`src/rtl/uart_tx.sv`:
```
// uart_tx: byte-wide UART serial transmitter.
// Frame = start bit (0), BYTE data bits LSB first, STOP_BITS stop bits (1).
// A one-entry holding register decouples the valid/ready handshake from the
// shifter, so a byte accepted during a frame follows it with no idle gap.
//
//   state | meaning
//   ------+-----------------------------------------------------------
//   IDLE  | line high, waiting for the holding register to fill
//   START | line low for one bit period
//   DATA  | shifting out data bits, one bit period each, LSB first
//   STOP  | line high for STOP_BITS bit periods, then reload or idle
module uart_tx #(
  parameter int CLK_FRQ   = 250000000,
  parameter int BAUD_RATE = 115200,
  parameter int BYTE      = 8,
  parameter int STOP_BITS = 1
) (
  input  logic            clk,
  input  logic            areset_n,
  input  logic            tx_valid,
  input  logic [BYTE-1:0] tx_data,
  output logic            tx_ready,
  output logic            data_out,
  output logic            tx_busy,
  output logic            tx_done
);

  localparam int BAUD_DIV = CLK_FRQ / BAUD_RATE;
  localparam int CNT_W    = (BAUD_DIV > 2) ? $clog2(BAUD_DIV) : 1;
  localparam int IDX_W    = (BYTE > 1) ? $clog2(BYTE) : 1;

  localparam logic [CNT_W-1:0] CNT_LAST  = CNT_W'(BAUD_DIV - 1);
  // One cycle before the end of a bit: used to place tx_done inside the
  // final stop cycle, so the pulse is seen before the line is released.
  localparam logic [CNT_W-1:0] CNT_PRE   = CNT_W'(BAUD_DIV - 2);
  localparam logic [IDX_W-1:0] IDX_LAST  = IDX_W'(BYTE - 1);
  localparam logic             STOP_LAST = (STOP_BITS == 2);

  if (BAUD_DIV < 2) begin : g_baud_check
    $error("uart_tx: BAUD_DIV = CLK_FRQ/BAUD_RATE must be at least 2");
  end
  if (STOP_BITS != 1 && STOP_BITS != 2) begin : g_stop_check
    $error("uart_tx: STOP_BITS must be 1 or 2");
  end
  if (BYTE < 1) begin : g_byte_check
    $error("uart_tx: BYTE must be at least 1");
  end

  typedef enum logic [1:0] {
    IDLE  = 2'd0,
    START = 2'd1,
    DATA  = 2'd2,
    STOP  = 2'd3
  } state_t;

  state_t          state;
  logic [CNT_W-1:0] cnt;
  logic [IDX_W-1:0] idx;
  logic            stop_idx;
  logic [BYTE-1:0] shifter;
  logic [BYTE-1:0] shift_nxt;
  logic [BYTE-1:0] hold;
  logic            hold_full;
  logic            bit_end;
  logic            stop_last;
  logic            start_frame;

  // Bit-period boundary and next data bit for the shifter.
  assign bit_end   = (cnt == CNT_LAST);
  assign stop_last = (stop_idx == STOP_LAST);
  assign shift_nxt = shifter >> 1;

  // A new frame begins from IDLE, or directly at the end of the last stop
  // bit, whenever the holding register has a byte waiting.
  assign start_frame = hold_full &&
                       ((state == IDLE) ||
                        (state == STOP && bit_end && stop_last));

  // Handshake, holding register and frame sequencing with registered outputs.
  always_ff @(posedge clk or negedge areset_n) begin
    if (!areset_n) begin
      state     <= IDLE;
      cnt       <= '0;
      idx       <= '0;
      stop_idx  <= 1'b0;
      shifter   <= '0;
      hold      <= '0;
      hold_full <= 1'b0;
      tx_ready  <= 1'b1;
      data_out  <= 1'b1;
      tx_busy   <= 1'b0;
      tx_done   <= 1'b0;
    end else begin
      tx_done <= 1'b0;

      if (tx_valid && tx_ready) begin
        hold      <= tx_data;
        hold_full <= 1'b1;
        tx_ready  <= 1'b0;
      end

      case (state)
        IDLE: begin
          data_out <= 1'b1;
          tx_busy  <= 1'b0;
        end

        START: begin
          if (bit_end) begin
            cnt      <= '0;
            idx      <= '0;
            state    <= DATA;
            data_out <= shifter[0];
          end else begin
            cnt <= cnt + 1'b1;
          end
        end

        DATA: begin
          if (bit_end) begin
            cnt <= '0;
            if (idx == IDX_LAST) begin
              state    <= STOP;
              stop_idx <= 1'b0;
              data_out <= 1'b1;
            end else begin
              idx      <= idx + 1'b1;
              shifter  <= shift_nxt;
              data_out <= shift_nxt[0];
            end
          end else begin
            cnt <= cnt + 1'b1;
          end
        end

        STOP: begin
          if (stop_last && cnt == CNT_PRE) begin
            tx_done <= 1'b1;
          end
          if (bit_end) begin
            cnt <= '0;
            if (stop_last) begin
              state   <= IDLE;
              tx_busy <= 1'b0;
            end else begin
              stop_idx <= 1'b1;
            end
          end else begin
            cnt <= cnt + 1'b1;
          end
        end

        default: begin
          state    <= IDLE;
          data_out <= 1'b1;
          tx_busy  <= 1'b0;
        end
      endcase

      // Reload overrides the IDLE / end-of-stop decisions above.
      if (start_frame) begin
        shifter   <= hold;
        hold_full <= 1'b0;
        tx_ready  <= 1'b1;
        state     <= START;
        data_out  <= 1'b0;
        cnt       <= '0;
        tx_busy   <= 1'b1;
      end
    end
  end

endmodule

```
`config.mk`:
```
export PLATFORM = sky130hd
export DESIGN_NAME = uart_tx
export DESIGN_NICKNAME = d
export VERILOG_FILES = /design/src/rtl/uart_tx.sv
export SDC_FILE = /design/constraint.sdc
export NUM_CORES = 1
export LEC_CHECK = 0
export CAP_MARGIN = 30
export CORE_MARGIN = 2
export CORE_UTILIZATION = 55
export CTS_CLUSTER_SIZE = 10
export DETAILED_ROUTE_END_ITERATION = 10
export PLACE_DENSITY = 0.78
export SYNTH_ARGS = -nofsm -noshare
export SYNTH_HDL_FRONTEND = slang
export SYNTH_SLANG_ARGS = --single-unit
```
`constraint.sdc`:
```
create_clock -name clk -period 5.9 [get_ports clk]
set_input_delay 0.59 -clock clk [delete_from_list [all_inputs] [get_ports clk]]
set_output_delay 0.59 -clock clk [all_outputs]
set_load 0.02 [all_outputs]
```
==> flow_metrics.tcl <==
set metrics [dict create \
    drc_errors 0 \
    grt_usage 0.220 \
    power_density_mw_per_mm2 487 \
    crit_required_ns 6.08 \
    insertion_delay_ns 0.30 \
    ys_top_cells_by_area "dfrtp_1 44%, mux2_2 9.8%, ha_1 5.5%" \
    ys.flop_type "dfrtp_1" \
    grt_max_degree 39 \
    grt_pass1_vias 1507 \
    core_area_sq_mm 0.00363 \
    cts-root-buf "clkbuf_8" \
    drt_wl_total_um 4090 \
    ys_ff_latch 38 \
    num_rows 22 \
    cts_tree "done" \
    ys_seq_area_frac 0.462 \
    status "finished, final reports clean" \
    hold_viol 0 \
    antenna_cells 0 \
    vias 1524 \
    layout.nets 223 \
    dp_hpwl_um 2920 \
    crit_chain "or4_4, nor4_4, mux2_2, mux2_1" \
    yosysTopAreaCell "dfrtp_1" \
    synth_cell_types 40 \
    post-place-ws_ns 3.54 \
    drive_gt1_frac 0.162 \
    routedWlPerCell_um 16.2 \
    antenna_found_initial 0 \
    cts_buffers 5 \
    final_area_sq_mm 0.00237 \
    drt_pass1_iterations 4 \
    place.gp.congestion 0.860 \
    synth.net_count 209 \
    clkTransAtPathRegs_ns 0.08 \
    ys_warn_count 0 \
    syn_to_final_growth_pct 14.9 \
    period_share 0.404 \
    p_leak_nw 0.989 \
    vias_per_cell 6.05 \
    die_w_um 65.2 \
    cts_setup_buffers 0 \
    max-clock-path-buffers 2 \
    setup_viol 0 \
    max_freq_ghz 0.420 \
    worst_path_max_delay_cell "or4_4" \
    avgSynthCellArea_sq_um 10.9 \
    syn_area_sq_mm 0.00206 \
    die_y_um 65.2 \
    end_kind "flip-flop" \
    start_util 0.567 \
    peakVddDrop_v 0.000242 \
    netlist.area_leader.share 0.437 \
    ctsHoldBuffers 0 \
    port-buffer-count 14 \
    critical_path_class "flip-flop to flip-flop" \
    grt_setup_unrepaired "false" \
    period_needed_ns 2.38 \
    drt_iter0_markers 111 \
    grt.overflow.total 0 \
    max_stage_delay_ns 0.59 \
    maxSlewViolCount 0 \
    hp-class "primary input to async pin" \
    crit_path_start_kind "flip-flop" \
    regToRegSetupSlack_ns 3.52 \
    synth_cells 189 \
    drtAntennaViolNets 0 \
    worst_pin_slew_ns 1.00 \
    skew_ns 0.00537 \
    maxCapViolCount 0 \
    num_io_pins 15 \
    synth_edf_count 0 \
    cp_data_arrival_time_ns 2.56 \
    cts_resized 0 \
    placed_area_sq_mm 0.00223 \
    grt_pass1_wl_um 7100 \
    final_cell_mix "36 x dfrtp_1, 18 x mux2_2, 13 x clkdlybuf4s50_1, 12 x nand2_1, 10 x nor2_1" \
    htree_levels 2 \
    setup_slack_ns 3.52 \
    relSlewSlack 0.329 \
    path_max_fanout 8 \
    layout_commonest_cell "dfrtp_1" \
    async_reset_ff_frac 1.00 \
    die-area_sq_mm 0.00425 \
    setup_tns_ns 0 \
    clock-sinks 38 \
]
logic make-up after synthesis:
| family | count (synthesis) | synth area share |
|---|---|---|
| multiplexers | 29 | 0.156 |
| buffers and inverters | 15 | 0.0273 |
| AND/OR/NAND/NOR | 59 | 0.169 |
| adder cells (fa/ha/maj) | 9 | 0.0546 |
| XOR/XNOR | 2 | 0.00850 |
| AO/OA/AOI/OAI | 37 | 0.122 |
| flip-flops | 38 | 0.462 |
final timing paths:
check,start,endpoint,cells after the start
hold / removal,areset_n,cnt[7]$_DFFE_PN0P_,1
hold reg to reg,hold[4]$_DFFE_PN0P_,shifter[4]$_DFFE_PN0P_,1
setup / recovery,cnt[7]$_DFFE_PN0P_,shifter[0]$_DFFE_PN0P_,4
setup reg to reg,cnt[7]$_DFFE_PN0P_,shifter[0]$_DFFE_PN0P_,4
min in group clk,hold[4]$_DFFE_PN0P_,shifter[4]$_DFFE_PN0P_,1
max in group asynchronous,areset_n,cnt[5]$_DFFE_PN0P_,1
metrics by stage:
step	cells	utilization	total power, mW	hold slack [ns]
floorplan	189	-	0.767	0.294
global placement	244	0.614	0.858	0.464
detailed placement	244	0.614	0.884	0.479
CTS	252	0.652	1.16	0.421
global route	252	0.652	1.24	0.468
finish	252	0.652	1.15	0.393
state kept, by name (all words and copies together), names as in the netlist:
name       flops
shifter        8
tx_ready       1
tx_done        1
idx            3
tx_busy        1
cnt           12
hold_full      1
hold           8
state          2
data_out       1
where the power goes:
part / switching, mW / internal, mW / total [mW] / leakage, nW
clock: 0.0967 / 0.169 / 0.266 / 0.0683
sequential: 0.0763 / 0.363 / 0.439 / 0.475
combinational: 0.233 / 0.216 / 0.449 / 0.445
synth_stat cells (7+ instances only):
cell type / n
dfrtp_1: 36
mux2_2: 18
nand2_1: 12
nor2_1: 10
a21oi_1: 9
ha_1: 9
inv_1: 8
o21ai_0: 8
clkbuf_1: 7
mux2_1: 7
nand3_1: 7
layout make-up:
cell class | count | area, sq um
Clock inverter | 3 | 68.8
Tap cell | 48 | 60.1
Multi-Input combinational cell | 136 | 1050
Inverter | 8 | 30.0
Fill cell | 311 | 1260
Timing Repair Buffer | 14 | 135
Sequential cell | 38 | 953
Clock buffer | 5 | 68.8
critical path, delay by kind of cell (launching register included):
family           cells  cell delay, ns
muxes                2            0.70
and+or+nand+nor      2            1.13
DFF                  1            0.44
routing by layer:
layer,global-route usage,vias to the layer above,part of all wire
met5,0,-,0
met4,0.0885,0,0.021
met3,0.0582,10,0.043
met2,0.349,41,0.50
met1,0.286,749,0.44
li1,-,724,-
Power figures use the tool's default switching activity.
